===== config.mk =====
export PLATFORM = sky130hd
export DESIGN_NAME = checker_ctlif_mc
export DESIGN_NICKNAME = d
export VERILOG_FILES = /design/src/rtl/checker_ctlif_mc_pkg.sv /design/src/rtl/checker_ctlif_chan.sv /design/src/rtl/checker_ctlif_mc.sv
export SDC_FILE = /design/constraint.sdc
export NUM_CORES = 1
export LEC_CHECK = 0
export ABC_AREA = 1
export BUFFER_PORTS_ARGS = -buffer_cell sky130_fd_sc_hd__buf_2
export CORE_ASPECT_RATIO = 1.4
export CORE_MARGIN = 2
export CORE_UTILIZATION = 62
export CTS_CLUSTER_DIAMETER = 80
export DETAILED_ROUTE_END_ITERATION = 10
export PLACE_DENSITY = 0.89
export SLEW_MARGIN = 20
export SYNTH_ARGS = -nofsm -noshare
export SYNTH_HDL_FRONTEND = slang
export SYNTH_HIERARCHICAL = 1
export SYNTH_SLANG_ARGS = --single-unit

===== constraint.sdc =====
create_clock -name sys_clk -period 4.6 [get_ports sys_clk]
set_clock_uncertainty 0.15 [all_clocks]
set_input_delay 0.69 -clock sys_clk [delete_from_list [all_inputs] [get_ports sys_clk]]
set_output_delay 0.69 -clock sys_clk [all_outputs]
set_load 0.01 [all_outputs]

===== src/rtl/checker_ctlif_mc_pkg.sv =====
`default_nettype none
// ============================================================================
// Module      : checker_ctlif_mc_pkg
// Description : Shared definitions for the multi-channel checker control
//               interface: CSR register indexes (per-channel and global
//               bank), channel state encodings, checker mode encodings and
//               STAT/CTRL bit positions.
// Revision    : 1.0 - initial release
// ============================================================================
package checker_ctlif_mc_pkg;

  // Per-channel register indexes (csr_a[2:0])
  localparam logic [2:0] CHECKER_CSR_ADDR_LOW  = 3'd0;
  localparam logic [2:0] CHECKER_CSR_ADDR_HIGH = 3'd1;
  localparam logic [2:0] CHECKER_CSR_STAT      = 3'd2;
  localparam logic [2:0] CHECKER_CSR_CTRL      = 3'd3;
  localparam logic [2:0] CHECKER_CSR_DATA_LOW  = 3'd4;
  localparam logic [2:0] CHECKER_CSR_DATA_HIGH = 3'd5;
  localparam logic [2:0] CHECKER_CSR_TIMEOUT   = 3'd6;
  localparam logic [2:0] CHECKER_CSR_ELAPSED   = 3'd7;

  // Global bank register indexes (csr_a[9] = 1)
  localparam logic [2:0] CHECKER_GCSR_PENDING  = 3'd0;
  localparam logic [2:0] CHECKER_GCSR_INFO     = 3'd1;

  // Channel state encodings
  typedef enum logic [1:0] {
    CHECKER_STATE_IDLE = 2'd0,
    CHECKER_STATE_RUN  = 2'd1,
    CHECKER_STATE_WAIT = 2'd2,
    CHECKER_STATE_ACK  = 2'd3
  } checker_state_e;

  // Checker mode encodings
  localparam logic [1:0] CHECKER_MODE_SINGLE = 2'd0;
  localparam logic [1:0] CHECKER_MODE_LOOP   = 2'd1;
  localparam logic [1:0] CHECKER_MODE_RANDOM = 2'd2;
  localparam logic [1:0] CHECKER_MODE_FULL   = 2'd3;

  // STAT bit positions
  localparam int CHECKER_STAT_END       = 0;
  localparam int CHECKER_STAT_ERROR     = 1;
  localparam int CHECKER_STAT_IRQ       = 2;
  localparam int CHECKER_STAT_TIMEOUT   = 3;
  localparam int CHECKER_STAT_STATE_LSB = 4;

  // CTRL bit positions
  localparam int CHECKER_CTRL_IRQ_EN   = 0;
  localparam int CHECKER_CTRL_MODE_LSB = 1;
  localparam int CHECKER_CTRL_START    = 3;

endpackage : checker_ctlif_mc_pkg
`default_nettype wire


===== src/rtl/checker_ctlif_chan.sv =====
`default_nettype none
// ============================================================================
// Module      : checker_ctlif_chan
// Description : One checker channel: address/ctrl/timeout registers, event
//               flags, IDLE/RUN/WAIT/ACK handshake FSM, run watchdog and a
//               saturating elapsed-cycle counter.
// Ports       : clk, rst_n         - clock, async active-low reset
//               we, reg_sel, wdata - decoded CSR write for this channel
//               hw_end/error/irq   - engine status inputs
//               status_data        - engine status data (read-only regs)
//               rdata              - combinational register read value
//               mode, start, addr  - engine control outputs
//               ack                - one-cycle service acknowledge
//               irq_req            - irq_en & any event
// Revision    : 1.0 - initial release
// ============================================================================
module checker_ctlif_chan
  import checker_ctlif_mc_pkg::*;
(
  input  logic        clk,
  input  logic        rst_n,
  input  logic        we,
  input  logic [2:0]  reg_sel,
  input  logic [31:0] wdata,
  input  logic        hw_end,
  input  logic        hw_error,
  input  logic        hw_irq,
  input  logic [63:0] status_data,
  output logic [31:0] rdata,
  output logic [1:0]  mode,
  output logic        start,
  output logic [63:0] addr,
  output logic        ack,
  output logic        irq_req
);

  checker_state_e state, state_nx;
  logic [3:0]     events, events_set, events_clr, events_nx;
  logic           irq_en;
  logic [31:0]    timeout, wd_count, elapsed;
  logic           wr_ctrl, wr_stat, is_idle, load_run, wd_fire;

  assign is_idle = (state == CHECKER_STATE_IDLE);
  assign wr_ctrl = we && (reg_sel == CHECKER_CSR_CTRL);
  assign wr_stat = we && (reg_sel == CHECKER_CSR_STAT);
  // A TIMEOUT of zero disables the watchdog entirely.
  assign wd_fire = (timeout != 32'd0) && (wd_count == 32'd1);

  always_comb begin
    state_nx   = state;
    events_set = 4'b0000;
    events_clr = 4'b0000;
    load_run   = 1'b0;
    // Software clears are only honoured while the engine is not running.
    if (wr_stat && (state == CHECKER_STATE_IDLE || state == CHECKER_STATE_WAIT))
      events_clr = wdata[3:0];
    case (state)
      CHECKER_STATE_IDLE: begin
        if (wr_ctrl && wdata[CHECKER_CTRL_START]) begin
          state_nx = CHECKER_STATE_RUN;
          load_run = 1'b1;
        end
      end
      CHECKER_STATE_RUN: begin
        if (hw_end) begin
          state_nx = CHECKER_STATE_IDLE;
          events_set[CHECKER_STAT_END] = 1'b1;
        end else if (hw_error) begin
          state_nx = CHECKER_STATE_IDLE;
          events_set[CHECKER_STAT_ERROR] = 1'b1;
        end else if (wd_fire) begin
          state_nx = CHECKER_STATE_IDLE;
          events_set[CHECKER_STAT_TIMEOUT] = 1'b1;
        end else if (hw_irq) begin
          state_nx = CHECKER_STATE_WAIT;
          events_set[CHECKER_STAT_IRQ] = 1'b1;
        end else if (wr_ctrl && !wdata[CHECKER_CTRL_START]) begin
          state_nx = CHECKER_STATE_IDLE;
        end
      end
      CHECKER_STATE_WAIT: begin
        // Clearing the irq event (now or earlier) acknowledges the service.
        if (!events[CHECKER_STAT_IRQ] || events_clr[CHECKER_STAT_IRQ]) begin
          state_nx = CHECKER_STATE_ACK;
        end else if (wr_ctrl && !wdata[CHECKER_CTRL_START]) begin
          state_nx = CHECKER_STATE_IDLE;
          events_clr[CHECKER_STAT_IRQ] = 1'b1;
        end
      end
      CHECKER_STATE_ACK: begin
        // A stop written during the ack cycle returns straight to IDLE.
        if (wr_ctrl && !wdata[CHECKER_CTRL_START])
          state_nx = CHECKER_STATE_IDLE;
        else
          state_nx = CHECKER_STATE_RUN;
      end
      default: state_nx = CHECKER_STATE_IDLE;
    endcase
    // Hardware set takes precedence over a same-cycle software clear.
    events_nx = (events & ~events_clr) | events_set;
  end

  always_ff @(posedge clk or negedge rst_n) begin
    if (!rst_n) begin
      state    <= CHECKER_STATE_IDLE;
      events   <= 4'b0000;
      irq_en   <= 1'b0;
      mode     <= CHECKER_MODE_SINGLE;
      addr     <= 64'd0;
      timeout  <= 32'd0;
      wd_count <= 32'd0;
      elapsed  <= 32'd0;
    end else begin
      state  <= state_nx;
      events <= events_nx;
      if (we && is_idle) begin
        case (reg_sel)
          CHECKER_CSR_ADDR_LOW:  addr[31:0]  <= wdata;
          CHECKER_CSR_ADDR_HIGH: addr[63:32] <= wdata;
          CHECKER_CSR_CTRL: begin
            irq_en <= wdata[CHECKER_CTRL_IRQ_EN];
            mode   <= wdata[CHECKER_CTRL_MODE_LSB +: 2];
          end
          CHECKER_CSR_TIMEOUT:   timeout     <= wdata;
          default: ;
        endcase
      end
      // Watchdog only counts RUN cycles; it is frozen in WAIT and ACK.
      if (load_run)
        wd_count <= timeout;
      else if (state == CHECKER_STATE_RUN && wd_count != 32'd0)
        wd_count <= wd_count - 32'd1;
      if (load_run)
        elapsed <= 32'd0;
      else if (!is_idle && elapsed != 32'hFFFF_FFFF)
        elapsed <= elapsed + 32'd1;
    end
  end

  // The run request is exactly "not idle": every exit path to IDLE drops it.
  assign start   = !is_idle;
  assign ack     = (state == CHECKER_STATE_ACK);
  assign irq_req = irq_en && (events != 4'b0000);

  always_comb begin
    rdata = 32'd0;
    case (reg_sel)
      CHECKER_CSR_ADDR_LOW:  rdata = addr[31:0];
      CHECKER_CSR_ADDR_HIGH: rdata = addr[63:32];
      CHECKER_CSR_STAT:      rdata = {26'd0, state, events};
      CHECKER_CSR_CTRL:      rdata = {28'd0, start, mode, irq_en};
      CHECKER_CSR_DATA_LOW:  rdata = status_data[31:0];
      CHECKER_CSR_DATA_HIGH: rdata = status_data[63:32];
      CHECKER_CSR_TIMEOUT:   rdata = timeout;
      CHECKER_CSR_ELAPSED:   rdata = elapsed;
      default:               rdata = 32'd0;
    endcase
  end

endmodule : checker_ctlif_chan
`default_nettype wire


===== src/rtl/checker_ctlif_mc.sv =====
`default_nettype none
// ============================================================================
// Module      : checker_ctlif_mc
// Description : Multi-channel checker control interface. NCHAN (1..8)
//               independent channels behind one CSR slot, plus a global bank
//               (PENDING, INFO) and one aggregated IRQ line.
// Ports       : sys_clk, sys_rst_n      - clock, async active-low reset
//               csr_a/csr_we/csr_di     - CSR bus in; csr_do registered out
//               mode_mode/start/addr    - per-channel engine controls
//               mode_end/error/irq      - per-channel engine status
//               mode_ack                - per-channel service acknowledge
//               mode_data               - per-channel status data
//               irq                     - OR of all channel irq requests
// Revision    : 1.0 - initial release
// ============================================================================
module checker_ctlif_mc
  import checker_ctlif_mc_pkg::*;
#(
  parameter logic [3:0] csr_addr = 4'h0,
  parameter int         NCHAN    = 2
) (
  input  logic                  sys_clk,
  input  logic                  sys_rst_n,
  input  logic [13:0]           csr_a,
  input  logic                  csr_we,
  input  logic [31:0]           csr_di,
  output logic [31:0]           csr_do,
  output logic [2*NCHAN-1:0]    mode_mode,
  output logic [NCHAN-1:0]      mode_start,
  output logic [64*NCHAN-1:0]   mode_addr,
  input  logic [NCHAN-1:0]      mode_end,
  input  logic [NCHAN-1:0]      mode_error,
  input  logic [NCHAN-1:0]      mode_irq,
  output logic [NCHAN-1:0]      mode_ack,
  input  logic [64*NCHAN-1:0]   mode_data,
  output logic                  irq
);

  localparam logic [3:0] NCHAN_L    = 4'(NCHAN);
  localparam logic [7:0] NCHAN_INFO = 8'(NCHAN);

  logic        csr_sel, gbank, chan_ok, chan_we;
  logic [2:0]  chan_idx, reg_sel;
  logic [31:0] chan_rdata [8];
  logic [7:0]  pending;
  logic [31:0] rd_mux;
  logic        unused_csr_a;

  assign csr_sel  = (csr_a[13:10] == csr_addr);
  assign gbank    = csr_a[9];
  assign chan_idx = csr_a[5:3];
  assign reg_sel  = csr_a[2:0];
  assign chan_ok  = ({1'b0, chan_idx} < NCHAN_L);
  assign chan_we  = csr_we && csr_sel && !gbank && chan_ok;
  assign unused_csr_a = ^csr_a[8:6];

  // Fixed 8-slot arrays keep the channel index mux width-clean for any NCHAN.
  for (genvar i = 0; i < 8; i++) begin : g_slot
    if (i < NCHAN) begin : g_chan
      checker_ctlif_chan u_chan (
        .clk         (sys_clk),
        .rst_n       (sys_rst_n),
        .we          (chan_we && (chan_idx == 3'(i))),
        .reg_sel     (reg_sel),
        .wdata       (csr_di),
        .hw_end      (mode_end[i]),
        .hw_error    (mode_error[i]),
        .hw_irq      (mode_irq[i]),
        .status_data (mode_data[64*i +: 64]),
        .rdata       (chan_rdata[i]),
        .mode        (mode_mode[2*i +: 2]),
        .start       (mode_start[i]),
        .addr        (mode_addr[64*i +: 64]),
        .ack         (mode_ack[i]),
        .irq_req     (pending[i])
      );
    end else begin : g_pad
      assign chan_rdata[i] = 32'd0;
      assign pending[i]    = 1'b0;
    end
  end

  assign irq = |pending;

  always_comb begin
    rd_mux = 32'd0;
    if (csr_sel) begin
      if (gbank) begin
        case (reg_sel)
          CHECKER_GCSR_PENDING: rd_mux = {24'd0, pending};
          CHECKER_GCSR_INFO:    rd_mux = {24'd0, NCHAN_INFO};
          default:              rd_mux = 32'd0;
        endcase
      end else if (chan_ok) begin
        rd_mux = chan_rdata[chan_idx];
      end
    end
  end

  always_ff @(posedge sys_clk or negedge sys_rst_n) begin
    if (!sys_rst_n)
      csr_do <= 32'd0;
    else
      csr_do <= rd_mux;
  end

endmodule : checker_ctlif_mc
`default_nettype wire

==> metrics.cfg, run 1 <==
[grt]
grt-ovfl-total = 0
grt_pass1_wl_um = 118000
grt_util_all_layers = 0.428
grt_pass1_vias = 21105
grt_max_degree = 115
antenna_found_initial = 3

[timing]
finalHoldViolCount = 0
min_period_over_period = 0.632
drv_slew = 0
setup_viol = 0
tns_ns = 0
fmax_mhz = 344
fin_crit_ns = 2.91
slew_headroom = 0.327
tightestPinTransition_ns = 1.01
rsz0062_at_grt = false

[setup_path]
timing.critical_path.buf_inv = 5
required_ns = 4.88
slowest_stage = nor2_8
worst-r2r-cell-count = 11
worstSetupStartpointType = input port
crit_fanout = 38
path_cells = buf_2 -> inv_1 -> nand2_1 -> nor2_2 -> nand4_1 -> nor2_1 -> inv_1 -> nor2_8 -> nand2_4 -> nor2_8 -> inv_2 -> buf_4 -> o21ai_0 -> o21ai_1 -> nand2_1 -> o21ai_1
worst_path_largest_cell_delay_ns = 0.32
crit_type = in2reg
rr_endpoint = g_slot[0].g_chan.u_chan/elapsed[27]
r2r_start = g_slot[0].g_chan.u_chan/elapsed[0]
crit_family = simple AND/OR/NAND/NOR gates
worstPathArrival_ns = 3.18
cp-end-kind = flip-flop
r2r_slack_ns = 1.86

[clock_network]
clockRootBuffer = clkbuf_16
hold_buffers = 0
cts_setup_buffers = 0
cts_resized = 0
htreeDepth = 2
clock_sinks = 370
cts_tree = yes
cts_buffer_depth = 3
cts_buffers = 38
clkTransAtPathRegs_ns = 0.06
clock_latency_ns = 0.55

[yosys]
seq_area_frac_synth = 0.436
ys_ff_latch = 370
synth_warnings = 6
synth_top_area_frac = 0.436
synth_cells = 2851
async_flop_share = 1.00
synthTopCellsByArea = dfrtp_1 44%, nand2_1 14%, nand3_1 7.2%
yosysMostFrequentCell = nand2_1
synth_common_cells = 783 x nand2_1, 370 x dfrtp_1, 305 x nand3_1, 265 x inv_1, 263 x nor2_1
synthesis.area_mm2 = 0.0212
synth-edff-count = 0
avgSynthCellArea_um2 = 7.44
yosysTopAreaCell = dfrtp_1
postSynth.topFlopCell = dfrtp_1
ys_types = 60
synth_nets = 3042

[pwr]
p_sw_mw = 3.69
vdd_drop_max_uv = 425
pwr-share-clk = 0.326
power_density_mw_per_mm2 = 411
swShare = 0.367
p_comb_frac = 0.285
p_int_mw = 6.38
p_seq_frac = 0.388
p_leak_nw = 12.6

[placement]
port_buffers = 348
gp_congestion = 1.00
hpwl_um = 57200

[cells_and_area]
syn_to_final_growth_pct = 15.6
nNetsFinal = 3325
final_util = 0.723
drive_gt1_frac = 0.173

[detailed_routing]
drt-met1-wl_um = 27800
drc = 0
post_drt_wl_per_cell_um = 21.5
wl_met2_um = 36900
met3_length_um = 7220
routed_via_density = 6.12
first_pass_iters = 6
drtIter0Drc = 2742
ant_nets = 0
topRoutingLayerUsed = met5
vias = 22132
drt_wl_total_um = 77600

[floorplanning]
num_rows = 80
die_x_um = 160
core-area_mm2 = 0.0339
start_util = 0.625
io-pin-count = 352
chipHeight_um = 223
die-area_mm2 = 0.0357

[flow_run]
drv_cap = 0

[status]
status = finished, final reports clean

[hold_path]
min_path_type = in2async

==> cell families after synthesis <==
group	after synthesis	synth area share
buf+inv	420	0.0821
compound gates	480	0.139
xor+xnor	67	0.0277
simple gates	1506	0.311
flops	370	0.436
fa+ha+maj	8	0.00472
==> sequential cells by signal, indices dropped and copies added, names as in the netlist <==
name,flops
g_slot.g_chan.u_chan/events,8
g_slot.g_chan.u_chan/elapsed,64
g_slot.g_chan.u_chan/wd_count,64
csr_do,32
g_slot.g_chan.u_chan/mode,4
g_slot.g_chan.u_chan/state,4
g_slot.g_chan.u_chan/timeout,64
g_slot.g_chan.u_chan/irq_en,2
g_slot.g_chan.u_chan/addr,128
==> area by class of cell <==
class	instances	area (µm²)
Inverter	289	1090
Clock inverter	15	188
Timing Repair Buffer	374	2000
Multi-Input combinational cell	2061	10300
Tap cell	451	564
Clock buffer	52	1130
Sequential cell	370	9260
Antenna cell	3	7.51
Fill cell	2748	9410
==> layer usage <==
| layer | vias up | GRT usage |
|---|---|---|
| met4 | 2 | 0.277 |
| met3 | 347 | 0.0799 |
| li1 | 9966 | - |
| met5 | - | 0 |
| met2 | 1402 | 0.700 |
| met1 | 10415 | 0.521 |
==> worst reg2reg max path: stages, from the launching register on <==
cell and delay, ns:
dfrtp_1 0.37, ha_1 0.19, nand2_1 0.09, nor2_2 0.35, nand2_2 0.16, nor2_4 0.22
nand3_4 0.18, nand2_4 0.23, nand2_4 0.24, inv_2 0.30, nand2_1 0.10, o21ai_1 0.08
==> worst max path at each step <==
| stage | startpoint | end | slack [ns] | depth (start not counted) |
|---|---|---|---|---|
| final | csr_a[10] | g_slot[0].g_chan.u_chan/wd_count[12] | 1.69 | 16 |
| after global routing | csr_a[10] | g_slot[1].g_chan.u_chan/wd_count[12] | 1.54 | 14 |
| after CTS | csr_a[1] | g_slot[1].g_chan.u_chan/timeout[29] | 1.62 | 5 |
| after detailed placement | csr_a[1] | g_slot[1].g_chan.u_chan/timeout[27] | 1.13 | 5 |
| after global placement | csr_a[1] | g_slot[1].g_chan.u_chan/timeout[3] | 1.25 | 5 |
| after floorplan | csr_a[10] | g_slot[0].g_chan.u_chan/wd_count[12] | 2.22 | 15 |
==> per-stage QoR <==
step / instances / area (µm²) / hold slack, ns / setup WS [ns] / power (mW)
floorplan: 2851 / 21200 / 0.244 / 2.22 / 5.96
global placement: 3545 / 23200 / 0.316 / 1.25 / 6.66
detailed placement: 3545 / 23200 / 0.324 / 1.13 / 6.75
CTS: 3612 / 24500 / 0.102 / 1.62 / 10.0
global route: 3613 / 24500 / 0.116 / 1.54 / 10.6
finish: 3615 / 24500 / 0.0753 / 1.69 / 10.1
==> power groups by stage <==
stage          combinational (mW)  clock [mW]  sequential [mW]
6_report                     2.88        3.29             3.91
5_1_grt                      3.18        3.43             3.95
4_1_cts                      2.82        3.31             3.90
3_5_place_dp                 2.80           0             3.95
3_3_place_gp                 2.72           0             3.94
2_1_floorplan                2.10           0             3.86
==> cell usage in the layout, fill, tap and decap left out, types with 15 or more instances in the layout <==
cell type  netlist  routed
buf_4            7      23
xnor2_1         15      15
o22ai_1         19      19
nor3_1          40      40
nor2_2          15      17
nor2_1         263     259
a311oi_1        15      15
o21ai_0        255     255
inv_2           21      21
a22oi_1         34      34
xor2_1          52      52
a21oi_1         28      28
o21ai_1         37      37
nand3_1        305     304
buf_2           26     346
a221oi_1        50      50
inv_1          265     265
nand2_1        783     779
clkbuf_16        0      41
nand4_1         42      42
dfrtp_1        370     370
Note: power is estimated with default switching activity, not from simulation.
==> run 2, diff against run 1 <==
--- a/config.mk
+++ b/config.mk
@@ -9,10 +9,10 @@
 export BUFFER_PORTS_ARGS = -buffer_cell sky130_fd_sc_hd__buf_2
 export CORE_ASPECT_RATIO = 1.4
 export CORE_MARGIN = 2
-export CORE_UTILIZATION = 62
+export CORE_UTILIZATION = 52
 export CTS_CLUSTER_DIAMETER = 80
 export DETAILED_ROUTE_END_ITERATION = 10
-export PLACE_DENSITY = 0.89
+export PLACE_DENSITY = 0.79
 export SLEW_MARGIN = 20
 export SYNTH_ARGS = -nofsm -noshare
 export SYNTH_HDL_FRONTEND = slang
==> constraint.sdc (replaced) <==
create_clock -name sys_clk -period 2.55 [get_ports sys_clk]
set_clock_uncertainty 0.15 [all_clocks]
set_input_delay 0.3825 -clock sys_clk [delete_from_list [all_inputs] [get_ports sys_clk]]
set_output_delay 0.3825 -clock sys_clk [all_outputs]
set_load 0.01 [all_outputs]
==> metrics.cfg, run 2 (synthesized netlist as in run 1, its figures left out) <==
[cells_and_area]
top_register = g_slot.g_chan.u_chan/addr
largest_reg_flops = 128
syn_to_final_growth_pct = 19.5
layout_commonest_cell = nand2_1
nNetsFinal = 3413
fillCellCount = 3593
final_cell_mix = 779 x nand2_1, 370 x dfrtp_1, 346 x buf_2, 305 x nand3_1, 265 x inv_1
drive_gt1_frac = 0.191

[timing]
fin_crit_ns = 2.48
fmax_mhz = 403
setup_viol = 0
finalHoldViolCount = 0
tightestPinTransition_ns = 1.08
min_period_over_period = 0.974
slew_headroom = 0.281
drv_slew = 0
holdWs_ns = 0.0222
layout_setup_ws_ns = 0.0659
tns_ns = 0

[setup_path]
cp-end-kind = flip-flop
r2r_start = g_slot[1].g_chan.u_chan/wd_count[27]
worstPathArrival_ns = 2.75
crit_fanout = 15
r2r_slack_ns = 0.30
required_ns = 2.82
rr_endpoint = g_slot[1].g_chan.u_chan/wd_count[16]
startpoint = csr_a[5]
worstSetupStartpointType = input port
crit_type = in2reg
worst-r2r-cell-count = 11

[pwr]
vdd_drop_max_uv = 546
swShare = 0.367
pwr-share-clk = 0.303
p_comb_frac = 0.305
p_sw_mw = 6.58
p_leak_nw = 12.9
power_density_mw_per_mm2 = 707
p_seq_frac = 0.393
p_int_mw = 11.4

[detailed_routing]
drt_wl_total_um = 79100
drtIter0Drc = 2074
first_pass_iters = 6
ant_nets = 0
drc = 0
routed_via_density = 5.86
post_drt_wl_per_cell_um = 20.9
vias = 22156

[floorplanning]
num_rows = 87
die_x_um = 175
chipHeight_um = 243
core-area_mm2 = 0.0403
io-pin-count = 352
die-area_mm2 = 0.0425
start_util = 0.527

[clock_network]
cts_tree = yes
cts_buffer_depth = 3
clockRootBuffer = clkbuf_16
cts_buffers = 37
clock_sinks = 370
htreeDepth = 2
clock_latency_ns = 0.54
clkTransAtPathRegs_ns = 0.06

[grt]
grt_max_degree = 75
antenna_found_initial = 2
grt_pass1_vias = 21540
grt-ovfl-total = 0
grt_util_all_layers = 0.367
grt_pass1_wl_um = 121000

[flow_run]
drv_cap = 0

[placement]
place_ws_ns = -0.133
gp_congestion = 1.03
port_buffers = 348
hpwl_um = 60600

[hold_path]
min_path_cells = 3
holdPathEnd = g_slot[0].g_chan.u_chan/addr[24]
min_path_type = in2reg
holdCritStartpoint = csr_di[24]

[status]
status = finished, final reports clean

[run 2: cell types whose count changed in the layout (fill, tap and decap cells not counted), moves of 4 or more]
cell           before  now
nand2_4            14   10
buf_12              4   22
nand2_2             9   13
buf_4              23   84
clkbuf_16          41   37
dlygate4sd3_1       0   10
[run 2: per-stage QoR]
| step | instances | power, mW | util | area [µm²] |
|---|---|---|---|---|
| 2_1_floorplan | 2851 | 10.8 | - | 21200 |
| 3_3_place_gp | 3706 | 12.3 | 0.598 | 24100 |
| 3_5_place_dp | 3706 | 12.5 | 0.598 | 24100 |
| 4_1_cts | 3777 | 17.9 | 0.629 | 25300 |
| 5_1_grt | 3780 | 18.9 | 0.629 | 25400 |
| 6_report | 3780 | 17.9 | 0.629 | 25400 |
[run 2: worst max-delay path by stage]
stage,to,slack [ns],cells past startpoint
2_1_floorplan,g_slot[0].g_chan.u_chan/wd_count[12],0.48,15
3_3_place_gp,g_slot[0].g_chan.u_chan/addr[22],-0.11,9
3_5_place_dp,g_slot[0].g_chan.u_chan/addr[18],-0.13,9
4_1_cts,g_slot[0].g_chan.u_chan/elapsed[31],0.13,14
5_1_grt,g_slot[0].g_chan.u_chan/wd_count[5],-0.06,15
6_report,g_slot[0].g_chan.u_chan/wd_count[5],0.07,15
[run 2: final cells by class]
type,instances,area (µm²),share of cell area
multi-input combinational,2061,10300,0.404
antenna,2,5.00,0.000197
sequential,370,9260,0.365
clock inverter,14,148,0.00582
timing repair buffer,463,2920,0.115
inverter,289,1090,0.0429
clock buffer,47,1010,0.0400
tap,534,668,0.0264
[run 2: worst max-delay path, cell delays in order]
cell and delay (ns):
dlygate4sd3_1 0.56, buf_2 0.14, nor2_1 0.14, nand4_1 0.19, nor2_2 0.24, inv_1 0.15, nor2_8 0.17, nand2_4 0.08
nor2_8 0.11, inv_2 0.14, buf_12 0.18, nand2_1 0.06, o21ai_1 0.05, nand2_1 0.09, nand2_1 0.06
[run 2: what timing repair did]
item,4_1_cts,5_1_grt
hold buffers,10,0
buffers inserted,0,1
endpoints found under the setup margin,0,34
resized for setup,0,2
endpoints found under the hold margin,62,0
[run 2: metal layers]
metal	GRT usage	vias to the layer above	part of all wire
met1	0.441	10630	0.37
met2	0.635	1114	0.50
li1	-	10141	-
met5	0	-	0
met4	0.204	0	0.061
met3	0.0471	271	0.070
[run 2: power groups by stage]
stage / clock (mW) / combinational (mW) / sequential (mW)
floorplan: 0 / 3.80 / 6.96
global placement: 0 / 5.24 / 7.10
detailed placement: 0 / 5.36 / 7.11
CTS: 5.49 / 5.40 / 7.02
global route: 5.70 / 6.09 / 7.10
finish: 5.43 / 5.47 / 7.04
